### config.mk
export PLATFORM = sky130hd
export DESIGN_NAME = control_turnos
export DESIGN_NICKNAME = d
export VERILOG_FILES = /design/src/rtl/juego_pkg.sv /design/src/rtl/detector_ganador.sv /design/src/rtl/control_turnos.sv
export SDC_FILE = /design/constraint.sdc
export NUM_CORES = 1
export LEC_CHECK = 0
export ABC_CLOCK_PERIOD_IN_PS = 3200
export CAP_MARGIN = 20
export CORE_MARGIN = 2
export CORE_UTILIZATION = 48
export DETAILED_ROUTE_END_ITERATION = 10
export HOLD_SLACK_MARGIN = 0.12
export PLACE_DENSITY = 0.87
export SLEW_MARGIN = 10
export SYNTH_ARGS = -nofsm -noshare
export SYNTH_HDL_FRONTEND = slang
export SYNTH_SLANG_ARGS = --single-unit
### constraint.sdc
create_clock -name clk -period 3.2 [get_ports clk]
set_clock_uncertainty 0.15 [all_clocks]
set_input_delay 0.32 -clock clk [delete_from_list [all_inputs] [get_ports clk]]
set_output_delay 0.32 -clock clk [all_outputs]
set_load 0.005 [all_outputs]
### src/rtl/juego_pkg.sv
// Shared definitions for the tic-tac-toe sequencer: cell/winner codes, FSM states and the line table.
package juego_pkg;

    localparam logic [1:0] VACIO     = 2'b00;
    localparam logic [1:0] CASILLA_X = 2'b11;
    localparam logic [1:0] CASILLA_O = 2'b01;

    localparam logic [1:0] GAN_NINGUNO = 2'b00;
    localparam logic [1:0] GAN_P1      = 2'b01;
    localparam logic [1:0] GAN_P2      = 2'b10;

    typedef enum logic [2:0] {
        ST_INICIO   = 3'd0,
        ST_TURNO_P1 = 3'd1,
        ST_TURNO_P2 = 3'd2,
        ST_EVAL_P1  = 3'd3,
        ST_EVAL_P2  = 3'd4,
        ST_FIN      = 3'd5
    } estado_t;

    // Cell indices (c1 = 0) of each line; entry order matches linea_ganadora bit order.
    localparam logic [3:0] LINEAS [8][3] = '{
        '{4'd0, 4'd1, 4'd2}, '{4'd3, 4'd4, 4'd5}, '{4'd6, 4'd7, 4'd8},
        '{4'd0, 4'd3, 4'd6}, '{4'd1, 4'd4, 4'd7}, '{4'd2, 4'd5, 4'd8},
        '{4'd0, 4'd4, 4'd8}, '{4'd2, 4'd4, 4'd6}
    };

endpackage

### src/rtl/detector_ganador.sv
// Combinational three-in-a-row check for one player code over the nine stored cells.
module detector_ganador
    import juego_pkg::*;
(
    input  logic [8:0][1:0] celdas,
    input  logic [1:0]      jugador,
    output logic            hay_ganador,
    output logic [7:0]      linea
);

    always_comb begin
        linea = '0;
        for (int l = 0; l < 8; l++) begin
            linea[l] = (jugador != VACIO) &&
                       (celdas[LINEAS[l][0]] == jugador) &&
                       (celdas[LINEAS[l][1]] == jugador) &&
                       (celdas[LINEAS[l][2]] == jugador);
        end
    end

    assign hay_ganador = |linea;

endmodule

### src/rtl/control_turnos.sv
// Tic-tac-toe game sequencer: grants turns, counts moves, detects win/draw, per-turn timeout, restart.
//
// state    | meaning
// INICIO   | clear game results, hand the first turn to P1
// TURNO_P1 | waiting for P1's move (or its timeout)
// TURNO_P2 | waiting for P2's move (or its timeout)
// EVAL_P1  | one cycle: count P1's move, check win/draw
// EVAL_P2  | one cycle: count P2's move, check win/draw
// FIN      | game over, results held until restart
module control_turnos
    import juego_pkg::*;
#(
    parameter logic [31:0] TIEMPO_TURNO = 32'd0,
    parameter int          ANCHO_CONT   = 32
) (
    input  logic       clk,
    input  logic       rst_n,
    input  logic       p1_mm,
    input  logic       p2_mm,
    input  logic [1:0] guarda_c1,
    input  logic [1:0] guarda_c2,
    input  logic [1:0] guarda_c3,
    input  logic [1:0] guarda_c4,
    input  logic [1:0] guarda_c5,
    input  logic [1:0] guarda_c6,
    input  logic [1:0] guarda_c7,
    input  logic [1:0] guarda_c8,
    input  logic [1:0] guarda_c9,
    input  logic       boton_reinicio,
    output logic       turno_p1,
    output logic       turno_p2,
    output logic [1:0] ganador,
    output logic       empate,
    output logic       fin_juego,
    output logic [3:0] num_jugadas,
    output logic [7:0] linea_ganadora,
    output logic       limpiar_tablero
);

    localparam logic [ANCHO_CONT-1:0] LIMITE = ANCHO_CONT'(TIEMPO_TURNO - 32'd1);

    estado_t               r_estado;
    logic                  r_p1_mm_q, r_p2_mm_q;
    logic [ANCHO_CONT-1:0] r_cont;
    logic                  r_turno_p1, r_turno_p2, r_empate, r_fin, r_limpiar;
    logic [1:0]            r_ganador;
    logic [3:0]            r_num;
    logic [7:0]            r_linea;

    logic                  w_ev1, w_ev2, w_timeout, w_hay_ganador;
    logic [1:0]            w_jugador;
    logic [7:0]            w_linea;
    logic [8:0][1:0]       w_celdas;

    assign w_ev1     = p1_mm & ~r_p1_mm_q;
    assign w_ev2     = p2_mm & ~r_p2_mm_q;
    assign w_timeout = (TIEMPO_TURNO != 32'd0) && (r_cont == LIMITE);
    assign w_jugador = (r_estado == ST_EVAL_P2) ? CASILLA_O : CASILLA_X;
    assign w_celdas  = {guarda_c9, guarda_c8, guarda_c7, guarda_c6, guarda_c5,
                        guarda_c4, guarda_c3, guarda_c2, guarda_c1};

    detector_ganador u_detector (
        .celdas      (w_celdas),
        .jugador     (w_jugador),
        .hay_ganador (w_hay_ganador),
        .linea       (w_linea)
    );

    always_ff @(posedge clk or negedge rst_n) begin
        if (!rst_n) begin
            r_estado   <= ST_INICIO;
            r_p1_mm_q  <= 1'b0;
            r_p2_mm_q  <= 1'b0;
            r_cont     <= '0;
            r_turno_p1 <= 1'b0;
            r_turno_p2 <= 1'b0;
            r_ganador  <= GAN_NINGUNO;
            r_empate   <= 1'b0;
            r_fin      <= 1'b0;
            r_num      <= 4'd0;
            r_linea    <= 8'd0;
            r_limpiar  <= 1'b0;
        end else begin
            r_p1_mm_q <= p1_mm;
            r_p2_mm_q <= p2_mm;
            r_limpiar <= 1'b0;
            case (r_estado)
                ST_INICIO: begin
                    r_estado   <= ST_TURNO_P1;
                    r_turno_p1 <= 1'b1;
                    r_turno_p2 <= 1'b0;
                    r_cont     <= '0;
                    r_num      <= 4'd0;
                    r_ganador  <= GAN_NINGUNO;
                    r_empate   <= 1'b0;
                    r_linea    <= 8'd0;
                    r_fin      <= 1'b0;
                end
                ST_TURNO_P1, ST_TURNO_P2: begin
                    // A move beats a timeout landing on the same cycle.
                    if ((r_estado == ST_TURNO_P1) ? w_ev1 : w_ev2) begin
                        r_estado   <= (r_estado == ST_TURNO_P1) ? ST_EVAL_P1 : ST_EVAL_P2;
                        r_turno_p1 <= 1'b0;
                        r_turno_p2 <= 1'b0;
                    end else if (w_timeout) begin
                        r_estado   <= (r_estado == ST_TURNO_P1) ? ST_TURNO_P2 : ST_TURNO_P1;
                        r_turno_p1 <= (r_estado == ST_TURNO_P2);
                        r_turno_p2 <= (r_estado == ST_TURNO_P1);
                        r_cont     <= '0;
                    end else if (r_cont != '1) begin
                        r_cont <= r_cont + ANCHO_CONT'(1);
                    end
                end
                ST_EVAL_P1, ST_EVAL_P2: begin
                    r_num <= r_num + 4'd1;
                    if (w_hay_ganador) begin
                        r_estado  <= ST_FIN;
                        r_ganador <= (r_estado == ST_EVAL_P1) ? GAN_P1 : GAN_P2;
                        r_linea   <= w_linea;
                        r_fin     <= 1'b1;
                    end else if (r_num == 4'd8) begin
                        r_estado <= ST_FIN;
                        r_empate <= 1'b1;
                        r_fin    <= 1'b1;
                    end else begin
                        r_estado   <= (r_estado == ST_EVAL_P1) ? ST_TURNO_P2 : ST_TURNO_P1;
                        r_turno_p1 <= (r_estado == ST_EVAL_P2);
                        r_turno_p2 <= (r_estado == ST_EVAL_P1);
                        r_cont     <= '0;
                    end
                end
                ST_FIN: begin
                    if (boton_reinicio) begin
                        r_estado  <= ST_INICIO;
                        r_limpiar <= 1'b1;
                        r_fin     <= 1'b0;
                        r_num     <= 4'd0;
                        r_ganador <= GAN_NINGUNO;
                        r_empate  <= 1'b0;
                        r_linea   <= 8'd0;
                    end
                end
                default: begin
                    r_estado   <= ST_INICIO;
                    r_turno_p1 <= 1'b0;
                    r_turno_p2 <= 1'b0;
                    r_fin      <= 1'b0;
                    r_cont     <= '0;
                end
            endcase
        end
    end

    assign turno_p1        = r_turno_p1;
    assign turno_p2        = r_turno_p2;
    assign ganador         = r_ganador;
    assign empate          = r_empate;
    assign fin_juego       = r_fin;
    assign num_jugadas     = r_num;
    assign linea_ganadora  = r_linea;
    assign limpiar_tablero = r_limpiar;

endmodule
==> results.json, run 1 <==
{
  "fmax_ghz": 0.3551,
  "io_pins": 42,
  "comb_power_share_pct": 42.9,
  "place_congestion": 0.9793,
  "die_h_um": 60.37,
  "synth_ff_type": "dfrtp_1",
  "crit_path_start_kind": "flop",
  "power_frac_clock_pct": 15.5,
  "outcome": "finished, final reports clean",
  "synth_cell_types": 50,
  "ctsLongestPathBuffers": 2,
  "timing.hold.ws_ns": 0.1923,
  "cts.sinks": 24,
  "hold_violations": 0,
  "cp-end-kind": "flop",
  "numCtsBuffers": 3,
  "fillers": 247,
  "fin_crit_sh_pct": 88.00,
  "num_rows": 20,
  "htree_levels": 1,
  "grt_start_max_net_pins": 25,
  "viasPerCell": 6.071,
  "cts_tree": "built",
  "n_antenna_cell": 0,
  "wl_um": 4097,
  "min_period_ns": 2.816,
  "synth-xor-area-share_pct": 1.723,
  "synth_mux_area_share_pct": 0.6563,
  "switchingPower_mw": 0.4139,
  "avgSynthCellArea_um2": 8.972,
  "ctsResizeCount": 0,
  "post_drt_wl_per_cell_um": 16.13,
  "postCtsSetupBuffers": 0,
  "drt_iter0_drc": 86,
  "synth_fa_ha_area_share_pct": 1.641,
  "nNetsFinal": 236,
  "synth-seq-cells": 24,
  "power.density_nw_per_um2": 513.8,
  "cp.arrival_ns": 2.92,
  "drive_gt1_share_pct": 6.190,
  "critical_path_required_ns": 3.30,
  "internal-power_mw": 0.6172,
  "finalMaxSlewViolations": 0,
  "clk_latency_ns": 0.32,
  "ys_warn_count": 0,
  "num_vias": 1542,
  "numPortBuffers": 41,
  "hold_path.class": "in -> async",
  "cts.root.buffer_cell": "clkbuf_4",
  "syn_to_final_growth_pct": 31.58,
  "ant_nets": 0,
  "ys_async_sr_fraction_pct": 100.0,
  "worstSetupPathType": "reg -> reg",
  "hold_buffers": 0,
  "synth_simple_gate_area_share_pct": 28.79,
  "leakagePower_nw": 0.8260,
  "start_util_pct": 50.37,
  "synth_cells": 170,
  "synth-edff-count": 0,
  "setup_tns_ns": 0,
  "vdd_drop_max_mv": 0.3149,
  "synth_top_family_by_area": "simple AND/OR/NAND/NOR gates",
  "fp.dieW_um": 60.37,
  "crit_fanout": 18,
  "antenna_found_initial": 0,
  "swShare_pct": 40.14,
  "drc": 0,
  "overflow": 0,
  "dpl.hpwl_um": 3071,
  "critPathLaunch": "r_estado[0]",
  "track_usage_pct": 23.81,
  "rsz0062_at_grt": "false",
  "seqPwrFrac_pct": 41.7,
  "syn_nets": 195,
  "grt_pass1_vias": 1476,
  "tightest_slew_ns": 0.5631,
  "cap_violations": 0,
  "first_pass_iters": 6,
  "dieArea_um2": 3645,
  "seq_area_frac_synth_pct": 39.38,
  "r2r-start": "r_estado[0]",
  "max-slew-margin-rel_pct": 62.34,
  "grt_pass1_wl_um": 6555,
  "core-area_um2": 3028,
  "clk_pin_slew_ns": 0.13,
  "finalSetupViolCount": 0,
  "synth_compound_area_share_pct": 23.54,
  "syn-cell-area_um2": 1525
}
[layout by cell type, fill, tap and decap left out, drive strengths merged, types with 2 or more instances in the layout]
cell type      count
a22o               2
nand4              6
o211ai             2
nor3               5
o2bb2ai            4
clkbuf             4
inv                6
a21o               4
and3               4
a32o               2
nand4bb            2
nor4bb             2
xnor2              3
dfrtp             24
nand3b             2
o21ai             10
ha                 2
nor2b              2
a31oi              4
a211o              3
o22ai              3
clkdlybuf4s50     41
nand2             21
or3b               2
a21oi             10
o221ai             2
buf                2
nor2              13
nor3b              3
nand3              5
and2               2
[worst paths after layout]
path | cells after the start | end | slack (ns)
min reg2reg | 1 | linea_ganadora[5] | 0.36
max reg2reg | 6 | linea_ganadora[6] | 0.38
min | 1 | r_p2_mm_q | 0.19
max | 6 | linea_ganadora[6] | 0.38
max in group asynchronous | 2 | ganador[0] | 2.21
min in group clk | 1 | r_p2_mm_q | 0.30
[worst max-delay path, cell delays in order (launching register included)]
cell and delay (ns):
dfrtp_1 0.58, or3b_4 0.54, and3_1 0.22, a32oi_1 0.21, nor4b_4 0.48, a21o_1 0.37, a32o_1 0.18
[per-layer routing]
layer	share of wire, %	track usage (%)	up-vias
met5	0	0	-
met2	48	37.89	69
met1	43	31.39	749
met3	7.5	5.544	6
met4	1.3	9.841	0
li1	-	-	718
[sequential cells by signal, summed over array words and instances (netlist names)]
name,flops
r_p1_mm_q,1
empate,1
turno_p2,1
linea_ganadora,8
num_jugadas,4
r_p2_mm_q,1
ganador,2
fin_juego,1
r_estado,3
turno_p1,1
limpiar_tablero,1
[area by class of cell]
type / instances / area (um^2) / share of cell area [%]
multi-input cells: 133 / 859.6 / 42.83
flip-flops and latches: 24 / 600.6 / 29.93
repair buffers: 43 / 432.9 / 21.57
well taps: 44 / 55.05 / 2.743
clock buffers: 4 / 36.28 / 1.808
inverters: 6 / 22.52 / 1.122
[synthesized netlist by cell type (2+ instances only)]
cell type	count	share of area, %
dfrtp_1	24	39
nand2_1	21	5.2
nor2_1	13	3.2
a21oi_1	9	3.0
o21ai_0	7	2.3
inv_1	6	1.5
nand4_1	6	2.5
nand3_1	5	1.6
nor3_1	5	1.6
a21o_1	4	2.0
a31oi_1	4	1.6
and3_1	4	1.6
o2bb2ai_1	4	2.3
a211o_1	3	1.7
clkbuf_1	3	0.74
o21ai_1	3	0.98
o22ai_1	3	1.2
xnor2_1	3	1.7
a22o_1	2	1.1
a32o_1	2	1.3
buf_4	2	0.98
ha_1	2	1.6
nand3b_1	2	0.98
nand4bb_1	2	1.5
nor2b_1	2	0.82
nor3b_1	2	0.98
nor4bb_1	2	1.3
o211ai_1	2	0.98
o221ai_1	2	1.1
[kinds of logic after synthesis]
logic type                 Yosys count
DFF                                 24
AOI/OAI and AO/OA                   51
adders and majority gates            2
xor gates and xnor gates             3
muxes                                1
buffers and inverters               13
and+or+nand+nor                     76
[per-stage QoR]
stage | cell area, um^2 | worst slack, ns | util (%) | total power [mW] | std cells
2_1_floorplan | 1525 | 0.8256 | - | 0.7138 | 170
3_3_place_gp | 1956 | 0.5491 | 64.59 | 0.8455 | 249
3_5_place_dp | 1956 | 0.4432 | 64.59 | 0.8673 | 249
4_1_cts | 1992 | 0.4363 | 65.79 | 1.025 | 253
5_1_grt | 2007 | 0.2320 | 66.28 | 1.105 | 254
6_report | 2007 | 0.3838 | 66.28 | 1.031 | 254
[power groups by stage]
stage          combinational (mW)  sequential (mW)  clock [mW]
6_report                    0.442            0.430       0.160
5_1_grt                     0.488            0.442       0.175
4_1_cts                     0.437            0.427       0.161
3_5_place_dp                0.434            0.433           0
3_3_place_gp                0.417            0.429           0
2_1_floorplan               0.323            0.391           0
Power figures use the tool's default switching activity.
==> run 2: changes to the inputs <==
--- a/config.mk
+++ b/config.mk
@@ -9,6 +9,7 @@
 export CAP_MARGIN = 20
 export CORE_MARGIN = 2
 export CORE_UTILIZATION = 48
+export CTS_CLUSTER_SIZE = 30
 export DETAILED_ROUTE_END_ITERATION = 10
 export HOLD_SLACK_MARGIN = 0.12
 export PLACE_DENSITY = 0.87
==> results of run 2 <==
The final DEF is identical to that of run 1; final timing and power are the same.
